--- config.mk ---
export PLATFORM = sky130hd
export DESIGN_NAME = fmaexppipe
export DESIGN_NICKNAME = d
export VERILOG_FILES = /design/src/rtl/fma_pkg.sv /design/src/rtl/fmaexppipereg.sv /design/src/rtl/fmaexppipe.sv
export SDC_FILE = /design/constraint.sdc
export NUM_CORES = 1
export LEC_CHECK = 0
export CAP_MARGIN = 20
export CELL_PAD_IN_SITES_DETAIL_PLACEMENT = 1
export CELL_PAD_IN_SITES_GLOBAL_PLACEMENT = 2
export CORE_AREA = 4 4 94 96
export DETAILED_ROUTE_END_ITERATION = 10
export DIE_AREA = 0 0 98 100
export GPL_TIMING_DRIVEN = 0
export HOLD_SLACK_MARGIN = 0.15
export PLACE_DENSITY_LB_ADDON = 0.2
export SLEW_MARGIN = 20
export SYNTH_ARGS = -nofsm -noshare
export SYNTH_HDL_FRONTEND = slang
export SYNTH_SLANG_ARGS = --single-unit
export TNS_END_PERCENT = 100
--- constraint.sdc ---
create_clock -name clk -period 2.3 [get_ports clk]
set_input_delay 0.46 -clock clk [delete_from_list [all_inputs] [get_ports clk]]
set_output_delay 0.46 -clock clk [all_outputs]
set_load 0.01 [all_outputs]
--- src/rtl/fma_pkg.sv ---
// fma_pkg: shared widths and result record for the FMA exponent datapath.
// Width helpers PEW/ACW give the product-exponent and alignment-count widths
// for any exponent field width; the packed records describe one result for
// half precision (NE=5) and for double precision (NE=11).
package fma_pkg;

    localparam int NE_HP = 5;
    localparam int NE_DP = 11;
    localparam int TW_DEF = 4;

    function automatic int PEW(input int ne);
        return ne + 2;
    endfunction

    function automatic int ACW(input int ne);
        return ne + 3;
    endfunction

    typedef struct packed {
        logic signed [PEW(NE_HP)-1:0] pe;
        logic signed [ACW(NE_HP)-1:0] acnt;
        logic                         pzero;
        logic                         zkill;
        logic [TW_DEF-1:0]            tag;
    } fmaexp_t;

    typedef struct packed {
        logic signed [PEW(NE_DP)-1:0] pe;
        logic signed [ACW(NE_DP)-1:0] acnt;
        logic                         pzero;
        logic                         zkill;
        logic [TW_DEF-1:0]            tag;
    } fmaexp_dp_t;

endpackage

--- src/rtl/fmaexppipereg.sv ---
// fmaexppipereg: one elastic pipeline stage holding a valid bit and a payload.
// Ports: clk, reset (async, active high); upstream in_valid/in_ready/in_data;
// downstream out_valid/out_ready/out_data.
// The stage accepts when empty or when its current entry leaves this cycle,
// so in_ready ripples combinationally back through a chain of stages.
module fmaexppipereg #(
    parameter int DW = 8
) (
    input  logic          clk,
    input  logic          reset,
    input  logic          in_valid,
    output logic          in_ready,
    input  logic [DW-1:0] in_data,
    output logic          out_valid,
    input  logic          out_ready,
    output logic [DW-1:0] out_data
);

    assign in_ready = !out_valid | out_ready;

    // Payload only loads on an actual transfer, keeping a stalled entry stable.
    always_ff @(posedge clk or posedge reset) begin
        if (reset) begin
            out_valid <= 1'b0;
            out_data  <= '0;
        end else if (in_ready) begin
            out_valid <= in_valid;
            if (in_valid) out_data <= in_data;
        end
    end

endmodule

--- src/rtl/fmaexppipe.sv ---
// fmaexppipe: pipelined FMA exponent datapath (product exponent + addend alignment count).
// Ports: clk, reset (async, active high); InValid/InReady input handshake;
// Xe/Ye/Ze biased exponents; XZero/YZero/ZZero zero flags; Mul (x*y vs x);
// Add (z participates); InTag passthrough; OutValid/OutReady output handshake;
// Pe product exponent (signed, biased); Acnt = Ze_eff - Pe; PZero; ZKill; OutTag.
// All math is done at the input; the result then rides STAGES elastic stages.
module fmaexppipe
    import fma_pkg::*;
#(
    parameter int NE     = 5,
    parameter int BIAS   = 15,
    parameter int STAGES = 2,
    parameter int TW     = 4
) (
    input  logic                 clk,
    input  logic                 reset,
    input  logic                 InValid,
    output logic                 InReady,
    input  logic [NE-1:0]        Xe,
    input  logic [NE-1:0]        Ye,
    input  logic [NE-1:0]        Ze,
    input  logic                 XZero,
    input  logic                 YZero,
    input  logic                 ZZero,
    input  logic                 Mul,
    input  logic                 Add,
    input  logic [TW-1:0]        InTag,
    output logic                 OutValid,
    input  logic                 OutReady,
    output logic [PEW(NE)-1:0]   Pe,
    output logic [ACW(NE)-1:0]   Acnt,
    output logic                 PZero,
    output logic                 ZKill,
    output logic [TW-1:0]        OutTag
);

    localparam int PW = PEW(NE);
    localparam int AW = ACW(NE);
    localparam int DW = PW + AW + 2 + TW;

    logic [NE-1:0] xe_eff, ye_eff, ze_eff;
    logic [PW-1:0] prod, pe;
    logic [AW-1:0] acnt;
    logic          pzero, zkill;

    // Subnormal exponent fields behave as exponent 1.
    assign xe_eff = (Xe == '0) ? NE'(1) : Xe;
    assign ye_eff = (Ye == '0) ? NE'(1) : Ye;
    assign ze_eff = (Ze == '0) ? NE'(1) : Ze;

    // Two guard bits hold both the carry of the sum and the sign after -BIAS.
    assign prod  = PW'(xe_eff) + PW'(ye_eff) - PW'(BIAS);
    assign pzero = XZero | (Mul & YZero);
    assign zkill = !Add | ZZero;
    assign pe    = pzero ? '0 : (Mul ? prod : PW'(xe_eff));
    assign acnt  = (zkill | pzero) ? '0 : AW'(ze_eff) - {{(AW-PW){pe[PW-1]}}, pe};

    logic          valid [STAGES+1];
    logic          ready [STAGES+1];
    logic [DW-1:0] data  [STAGES+1];

    assign valid[0]      = InValid;
    assign data[0]       = {pe, acnt, pzero, zkill, InTag};
    assign ready[STAGES] = OutReady;
    assign InReady       = ready[0];

    for (genvar g = 0; g < STAGES; g++) begin : g_stage
        fmaexppipereg #(.DW(DW)) u_reg (
            .clk      (clk),
            .reset    (reset),
            .in_valid (valid[g]),
            .in_ready (ready[g]),
            .in_data  (data[g]),
            .out_valid(valid[g+1]),
            .out_ready(ready[g+1]),
            .out_data (data[g+1])
        );
    end

    assign OutValid = valid[STAGES];
    assign {Pe, Acnt, PZero, ZKill, OutTag} = data[STAGES];

endmodule
==> results of run 1 <==
[cells by family (layout without fill, tap and decap cells)]
logic type / Yosys count / in the layout
buffers and inverters: 44 / 115
multiplexers: 28 / 28
flip-flops: 44 / 44
adder cells (fa/ha/maj): 17 / 17
AND/OR/NAND/NOR: 41 / 41
XOR/XNOR: 5 / 5
AO/OA/AOI/OAI: 33 / 33
[power breakdown]
group | switching (mW) | total (mW) | leakage, nW | internal (mW)
Combinational | 0.272 | 0.676 | 0.901 | 0.404
Sequential | 0.0489 | 0.917 | 0.570 | 0.868
Clock | 0.248 | 0.454 | 0.0400 | 0.206
[per-layer routing]
layer / GRT usage (%) / vias to the layer above
met3: 2.71 / 2
met5: 0 / -
met1: 14.6 / 853
met4: 2.88 / 0
li1: - / 848
met2: 19.6 / 32
[critical path, stage by stage]
cell                            delay, ns
sky130_fd_sc_hd__dlygate4sd2_1       0.25
sky130_fd_sc_hd__nor2_1              0.11
sky130_fd_sc_hd__ha_2                0.19
sky130_fd_sc_hd__inv_2               0.05
sky130_fd_sc_hd__buf_4               0.12
sky130_fd_sc_hd__ha_1                0.16
sky130_fd_sc_hd__a21o_1              0.19
sky130_fd_sc_hd__a211oi_2            0.25
sky130_fd_sc_hd__nor3_2              0.07
sky130_fd_sc_hd__a31oi_2             0.22
sky130_fd_sc_hd__ha_4                0.25
sky130_fd_sc_hd__a21o_1              0.16
sky130_fd_sc_hd__a31oi_2             0.17
sky130_fd_sc_hd__nor3_2              0.07
sky130_fd_sc_hd__xor2_1              0.15
sky130_fd_sc_hd__a22o_1              0.18
[how the worst max path moves through the flow]
stage                                     to  cells past startpoint  startpoint
6_report       g_stage[0].u_reg.out_data[12]                     16       Xe[0]
5_1_grt        g_stage[0].u_reg.out_data[12]                     16       Xe[0]
4_1_cts        g_stage[0].u_reg.out_data[12]                     15       Xe[3]
3_5_place_dp   g_stage[0].u_reg.out_data[13]                     16       Xe[4]
3_3_place_gp   g_stage[0].u_reg.out_data[13]                     16       Xe[4]
2_1_floorplan  g_stage[0].u_reg.out_data[13]                     13       Xe[1]
[through the flow]
step | TNS, ns | utilization (%)
final | -2.74 | 41.7
after global routing | -3.63 | 41.7
after detailed placement | -11.17 | 38.2
after CTS | -2.74 | 40.6
after floorplan | -2.70 | -
after global placement | -17.13 | 37.9
[cells in the mapped netlist]
master                     count  area [um^2]
sky130_fd_sc_hd__dfrtp_1      44         1100
sky130_fd_sc_hd__mux2_2       28          315
sky130_fd_sc_hd__buf_4        19          143
sky130_fd_sc_hd__nand2_1      17         63.8
sky130_fd_sc_hd__clkbuf_1     15         56.3
sky130_fd_sc_hd__ha_1         15          188
sky130_fd_sc_hd__inv_1         9         33.8
sky130_fd_sc_hd__o21ai_0       9         45.0
sky130_fd_sc_hd__nor2_1        8         30.0
sky130_fd_sc_hd__a22o_1        6         52.6
sky130_fd_sc_hd__a21oi_1       4         20.0
sky130_fd_sc_hd__a21o_1        3         22.5
sky130_fd_sc_hd__nand2b_1      3         18.8
sky130_fd_sc_hd__nor4_1        3         18.8
sky130_fd_sc_hd__xor2_1        3         26.3
sky130_fd_sc_hd__a211oi_1      2         15.0
sky130_fd_sc_hd__a31oi_1       2         12.5
sky130_fd_sc_hd__a32o_1        2         20.0
sky130_fd_sc_hd__fa_1          2         40.0
sky130_fd_sc_hd__nor2b_1       2         12.5
sky130_fd_sc_hd__nor3_1        2         10.0
sky130_fd_sc_hd__xnor2_1       2         17.5
sky130_fd_sc_hd__a31o_2        1         8.76
sky130_fd_sc_hd__and2_1        1         6.26
sky130_fd_sc_hd__and4bb_2      1         12.5
sky130_fd_sc_hd__buf_6         1         11.3
sky130_fd_sc_hd__nand3_1       1         5.00
sky130_fd_sc_hd__nand3b_1      1         7.51
sky130_fd_sc_hd__o211ai_1      1         7.51
sky130_fd_sc_hd__o21a_1        1         7.51
sky130_fd_sc_hd__o311a_2       1         11.3
sky130_fd_sc_hd__o31ai_1       1         7.51
sky130_fd_sc_hd__or3b_4        1         11.3
sky130_fd_sc_hd__or4_4         1         11.3
[sequential cells by signal, summed over array words and instances, names as in the netlist]
register / flops
g_stage.u_reg.out_data: 42
g_stage.u_reg.out_valid: 2
[timing repair]
item / 4_1_cts / 5_1_grt
pin swaps: 16 / 16
setup buffers: 8 / 7
cloned: 0 / 0
resized for setup: 52 / 11
endpoints found under the setup margin: 12 / 15
[final cells by class]
type,instances,area (um^2),share of cell area (%)
buffer,35,211,6.30
clock buffer,5,68.8,2.05
clock inverter,2,12.5,0.373
inverter,9,33.8,1.01
multi-input combinational,124,1190,35.5
sequential,44,1100,32.8
tap,105,131,3.91
timing repair buffer,64,606,18.0
==> summary.txt, run 1 <==
RUN STATUS
-------------------------------------------------------------------------------------
Status                                                                   finished with violations
Violated checks                                                          setup timing

TIMING
-------------------------------------------------------------------------------------
Hold Violations, Final                                                              0
Min cycle time layout                                                         2.87 ns
Final setup violating endpoints                                                     7
Tightest Pin Transition                                                      0.590 ns
Maximum achievable frequency                                                0.348 GHz
WHS                                                                          0.463 ns
Final period utilization                                                         125%
RSZ-0062 raised after global routing                                              yes
Setup clock skew after layout                                               0.0123 ns
Worst-case setup margin in the final layout                                 -0.570 ns
Total count of max-transition violations in the final report                        0
Headroom to the max-slew limit                                                  60.7%

WORST SETUP PATH
-------------------------------------------------------------------------------------
Type of element launching the critical path                              primary input
Required arrival time at the worst endpoint                                   2.47 ns
Setup slack of the most critical reg-to-reg path                              0.68 ns
Arr. time, crit path                                                          3.04 ns
Critical Path Sink Type                                                     flip-flop
Reg-to-reg critical path endpoint                                        g_stage[0].u_reg.out_data[15]
Reg-to-Reg Start                                                         g_stage[1].u_reg.out_valid
Largest fanout of any net on the critical path                                      3
Type of the worst setup path                                             primary input to flip-flop
Cell depth of the worst flop-to-flop path                                           5

CLOCK NETWORK
-------------------------------------------------------------------------------------
Clk_lat worst skew                                                            0.29 ns
Clk sink count                                                                     44
CTS tree                                                                        built
CTS H-tree depth                                                                    2
Clock transition at the registers of the reported paths                       0.09 ns
Number of buffers inserted during clock tree synthesis                              5
Post-CTS Hold Buffers                                                               0
Maximum clock insertion buffer count                                                2
Cell at the root of the clock tree                                       sky130_fd_sc_hd__clkbuf_8

LAYOUT
-------------------------------------------------------------------------------------
Area growth, synth to finish                                                    41.7%
Commonest cells after routing, fill and taps aside                       sky130_fd_sc_hd__dfrtp_1, sky130_fd_sc_hd__clkdlybuf4s50_1, sky130_fd_sc_hd__buf_4
Number of standard cells in the layout, taps in and fillers out                   388
Fin nets                                                                          328
Diodes inserted                                                                     0
Total of fill cells in the finished design                                        875
Post-layout instance area                                                   3360 um^2
Fraction of layout cells with a size suffix above 1                             38.2%
Most frequent standard cell in the layout excluding fill and tap cells   sky130_fd_sc_hd__dfrtp_1

GLOBAL ROUTING
-------------------------------------------------------------------------------------
First-pass GRT wire length                                                    9110 um
Tot GR Track Use                                                                11.4%
Antenna violations before repair                                                    0
Via count of the first global-routing pass                                       1937
Pin count of the biggest net entering global routing                               29
Total congestion overflow after global routing                                      0

PLACE
-------------------------------------------------------------------------------------
Count of port buffers added during placement                                       49
Post-placement setup slack                                                   -1.39 ns
Cell area after placement                                                   3080 um^2
Number of placed instances with taps included                                     367
Final GP Congestion                                                             0.739
Placed wire-length estimate after detailed placement                          4170 um

ROUTE
-------------------------------------------------------------------------------------
Highest Signal Layer                                                             met4
Post-detailed-route count of antenna-violating nets                                 0
Wire length after detailed routing                                            5240 um
Vias per cell                                                                    4.47
Routed wire per std cell                                                      13.5 um
Wire length on met2                                                           2680 um
Sum of met3 wire segment lengths after detailed routing                        191 um
Initial drt markers                                                                55
Pre-antenna DRT Iters                                                               4
Detailed-routing wirelength on met1                                           2320 um
Vias after detailed routing                                                      1735
Drt drc                                                                             0

DIE
-------------------------------------------------------------------------------------
Core Region                                                                 8050 um^2
Die Area                                                                    9800 um^2
Number of placement rows                                                           33
Top-Level Pins                                                                     51
Die height                                                                     100 um
Die Span X                                                                      98 um
Initial cell density of the core                                                29.4%

LOGIC SYNTHESIS
-------------------------------------------------------------------------------------
Sequential cell area fraction in the yosys report                               46.5%
Post-synthesis instance area                                                2370 um^2
Area share of fa/ha/maj cells after synthesis                                   9.61%
Gate Count Post-Synth                                                             212
Multiplexer area fraction after synthesis                                       13.3%
Xor/xnor cell area share of the yosys netlist                                   1.85%
Number of nets in the synthesized netlist                                         257
Post-synthesis share of cell area spent on and, or, nand and nor gates          8.76%
Compound-gate portion of the synthesized area                                   9.71%
Number of distinct library cells after synthesis                                   34
Main combinational cell family by area after synthesis                   multiplexers
Total of flip-flops plus latches after synthesis                                   44
Avg Synthesized Cell Area                                                   11.2 um^2
Yosys synthesis warning count                                                       0

PWR
-------------------------------------------------------------------------------------
Leakage Power                                                                 1.51 nW
Largest voltage drop on the vdd net                                          0.213 mV
Total power after layout                                                      2.05 mW
Power density of the placed cells                                         610 nW/um^2

JOB
-------------------------------------------------------------------------------------
Max Cap Violations                                                                  0

HOLD PATH
-------------------------------------------------------------------------------------
Class of the tightest hold or removal check                              primary input to asynchronous set/reset pin

Note: power is estimated with default switching activity, not from simulation.
==> run 2: changes to the inputs <==
==> constraint.sdc (replaced) <==
create_clock -name clk -period 3 [get_ports clk]
set_input_delay 0.6 -clock clk [delete_from_list [all_inputs] [get_ports clk]]
set_output_delay 0.6 -clock clk [all_outputs]
set_load 0.01 [all_outputs]
==> run 2 against run 1 <==
  * The run now ends clean
  * Clock skew decreased by 0.011 ns
  * Hold slack improved by 0.022 ns
  * Flip-flop and latch count unchanged
  * Design area decreased by 2.6%
  * Largest power group unchanged
==> summary.txt, run 2 (synthesized netlist as in run 1, its figures left out) <==
TIMING
-------------------------------------------------------------------------------------
Worst-case setup margin in the final layout                                 0.0249 ns   +0.595 ns
Tightest Pin Transition                                                      0.574 ns   -0.0152 ns
Hold Violations, Final                                                              0   unchanged
Maximum achievable frequency                                                0.336 GHz
RSZ-0062 raised after global routing                                              yes
Final setup violating endpoints                                                     0   -7
Total count of max-transition violations in the final report                        0   unchanged
Setup clock skew after layout                                              0.00135 ns   -0.0110 ns
Headroom to the max-slew limit                                                  61.7%   +1.0 points
Final period utilization                                                        99.2%
Min cycle time layout                                                         2.98 ns

DIE
-------------------------------------------------------------------------------------
Core Region                                                                 8050 um^2   unchanged
Die Span X                                                                      98 um   unchanged
Top-Level Pins                                                                     51   unchanged
Die Area                                                                    9800 um^2   unchanged
Initial cell density of the core                                                29.4%   unchanged
Die height                                                                     100 um   unchanged
Number of placement rows                                                           33   unchanged

WORST SETUP PATH
-------------------------------------------------------------------------------------
Required arrival time at the worst endpoint                                   3.19 ns   +0.72 ns
Worst-path cell with the longest stage delay                             sky130_fd_sc_hd__fa_2
Crit path buf inv count                                                             2   -1
Most repeated library cell on the critical path                          sky130_fd_sc_hd__ha_4
Arr. time, crit path                                                          3.16 ns   +0.12 ns
Largest fanout of any net on the critical path                                      3   unchanged
Critical path's top delay family                                          adder cells
Cell chain of the critical path                                          buf_8 > nor4_4 > nor2_1 > ha_2 > inv_2 > ha_4 > fa_2 > mux2_4 > nand2_4 > ha_4 > a21o_1 > a31oi_2 > nor3_2 > xor2_1 > a22o_1
Worst path max stage delay                                                    0.42 ns   +0.17 ns
Critical Path Sink Type                                                     flip-flop
Type of the worst setup path                                             primary input to flip-flop
Type of element launching the critical path                              primary input

CLOCK NETWORK
-------------------------------------------------------------------------------------
Cell at the root of the clock tree                                       sky130_fd_sc_hd__clkbuf_8
Clock transition at the registers of the reported paths                       0.08 ns   about the same
CTS tree                                                                        built
Number of buffers inserted during clock tree synthesis                              5   unchanged
CTS H-tree depth                                                                    2   unchanged
Maximum clock insertion buffer count                                                2   unchanged
Clk sink count                                                                     44   unchanged
Clk_lat worst skew                                                            0.29 ns   about the same

LAYOUT
-------------------------------------------------------------------------------------
Largest reg by FF count                                                  g_stage.u_reg.out_data
Most frequent standard cell in the layout excluding fill and tap cells   sky130_fd_sc_hd__dfrtp_1
Fin nets                                                                          319   -2.7%
Area growth, synth to finish                                                    38.0%
Flip-flop count of the largest register after layout                               42   unchanged
Register Area                                                               1100 um^2   unchanged
Post-layout instance area                                                   3270 um^2   -2.6%
Area taken by multi-input logic gates                                       1160 um^2   -2.4%
Top flop regs                                                            g_stage.u_reg.out_data x42, g_stage.u_reg.out_valid x2
Fraction of layout cells with a size suffix above 1                             34.3%   -3.9 points
Commonest cells after routing, fill and taps aside                       sky130_fd_sc_hd__dfrtp_1, sky130_fd_sc_hd__clkdlybuf4s50_1, sky130_fd_sc_hd__mux2_2
Diodes inserted                                                                     0   unchanged
Total of fill cells in the finished design                                        892   +1.9%

ROUTE
-------------------------------------------------------------------------------------
Post-detailed-route count of antenna-violating nets                                 0   unchanged
Routed wire per std cell                                                      13.3 um   -1.5%
Initial drt markers                                                                41   -25%
Wire length after detailed routing                                            5040 um   -3.7%
Pre-antenna DRT Iters                                                               4   unchanged
Vias per cell                                                                    4.48   +0.13%
Vias after detailed routing                                                      1697   -2.2%
Drt drc                                                                             0   unchanged

RUN STATUS
-------------------------------------------------------------------------------------
Status                                                                      completed

PLACE
-------------------------------------------------------------------------------------
Final GP Congestion                                                             0.745   +0.77%
Count of port buffers added during placement                                       49   unchanged
Cell area after placement                                                   3080 um^2   +0.24%
Placed wire-length estimate after detailed placement                          4060 um   -2.8%
Post-placement setup slack                                                  -0.865 ns   +0.526 ns

GLOBAL ROUTING
-------------------------------------------------------------------------------------
Tot GR Track Use                                                                11.1%   -0.36 points
Via count of the first global-routing pass                                       1837   -5.2%
Total congestion overflow after global routing                                      0   unchanged
First-pass GRT wire length                                                    8940 um   -2.0%
Pin count of the biggest net entering global routing                               24   -17%
Antenna violations before repair                                                    0   unchanged

JOB
-------------------------------------------------------------------------------------
Max Cap Violations                                                                  0   unchanged

PWR
-------------------------------------------------------------------------------------
Power density of the placed cells                                         476 nW/um^2   -22%
Largest voltage drop on the vdd net                                          0.153 mV   -28%
Leakage Power                                                                 1.46 nW   -3.2%

HOLD PATH
-------------------------------------------------------------------------------------
Class of the tightest hold or removal check                              flip-flop to flip-flop

==> run 2: changes by cell type in the layout (fill, tap and decap cells not counted), sizes merged <==
cell / delta
buf: -9
clkbuf: +1
clkdlybuf4s15: -1
==> run 2: routing by layer <==
layer / up-vias / global-route usage [%] / routed length, um
met1: 833 / 15.0 / 2340
met3: 3 / 1.74 / 170
met4: 0 / 3.19 / 29
met5: - / 0 / 0
met2: 31 / 18.5 / 2500
li1: 830 / - / -
==> run 2: cell type report <==
cell class,instances,area share [%]
Buffer,35,6.47
Clock buffer,5,2.10
Clock inverter,2,0.383
Inverter,9,1.03
Multi-Input combinational cell,124,35.6
Sequential cell,44,33.7
Tap cell,105,4.02
Timing Repair Buffer,55,16.7
==> run 2: timing repair <==
| item | 4_1_cts | 5_1_grt |
|---|---|---|
| pin swaps | 16 | 14 |
| buffers inserted | 4 | 1 |
| hold buffers | 0 | 0 |
| gates resized for setup | 45 | 9 |
| endpoints found under the setup margin | 6 | 4 |
==> run 2: worst paths after layout <==
| check | slack, ns | start | cells past startpoint | end |
|---|---|---|---|---|
| worst max-delay path | 0.02 | Xe[2] | 15 | g_stage[0].u_reg.out_data[12] |
| worst min-delay path | 0.48 | g_stage[0].u_reg.out_data[15] | 2 | g_stage[0].u_reg.out_data[15] |
| worst max register to register | 1.21 | g_stage[0].u_reg.out_valid | 5 | g_stage[0].u_reg.out_data[16] |
| worst min register to register | 0.48 | g_stage[0].u_reg.out_data[15] | 2 | g_stage[0].u_reg.out_data[15] |
| max in group asynchronous | 1.85 | reset | 3 | g_stage[0].u_reg.out_data[18] |
| min in group asynchronous | 0.66 | reset | 2 | g_stage[1].u_reg.out_data[2] |
==> run 2: per-stage QoR <==
step	power [mW]	instances	setup TNS, ns	utilization [%]	hold WS [ns]
finish	1.56	379	0	40.6	0.485
detailed placement	1.19	367	-4.18	38.3	0.474
global route	1.67	379	-0.265	40.6	0.523
floorplan	0.994	212	-0.0303	-	0.446
CTS	1.58	378	-0.0688	40.1	0.494
global placement	1.18	366	-4.06	37.9	0.467
==> run 2: where the power goes <==
part           switching, mW  leakage, nW  internal [mW]
clock                  0.202       0.0400          0.158
combinational          0.199        0.853          0.296
sequential            0.0365        0.570          0.665
total                  0.438         1.46           1.12
==> run 2: worst register-to-register path, delay by kind of cell (launching register included) <==
family                 cells  cell delay, ns
buffers and inverters      2            0.86
DFF                        1            0.37
and+or+nand+nor            2            0.27
AOI/OAI and AO/OA          1            0.16
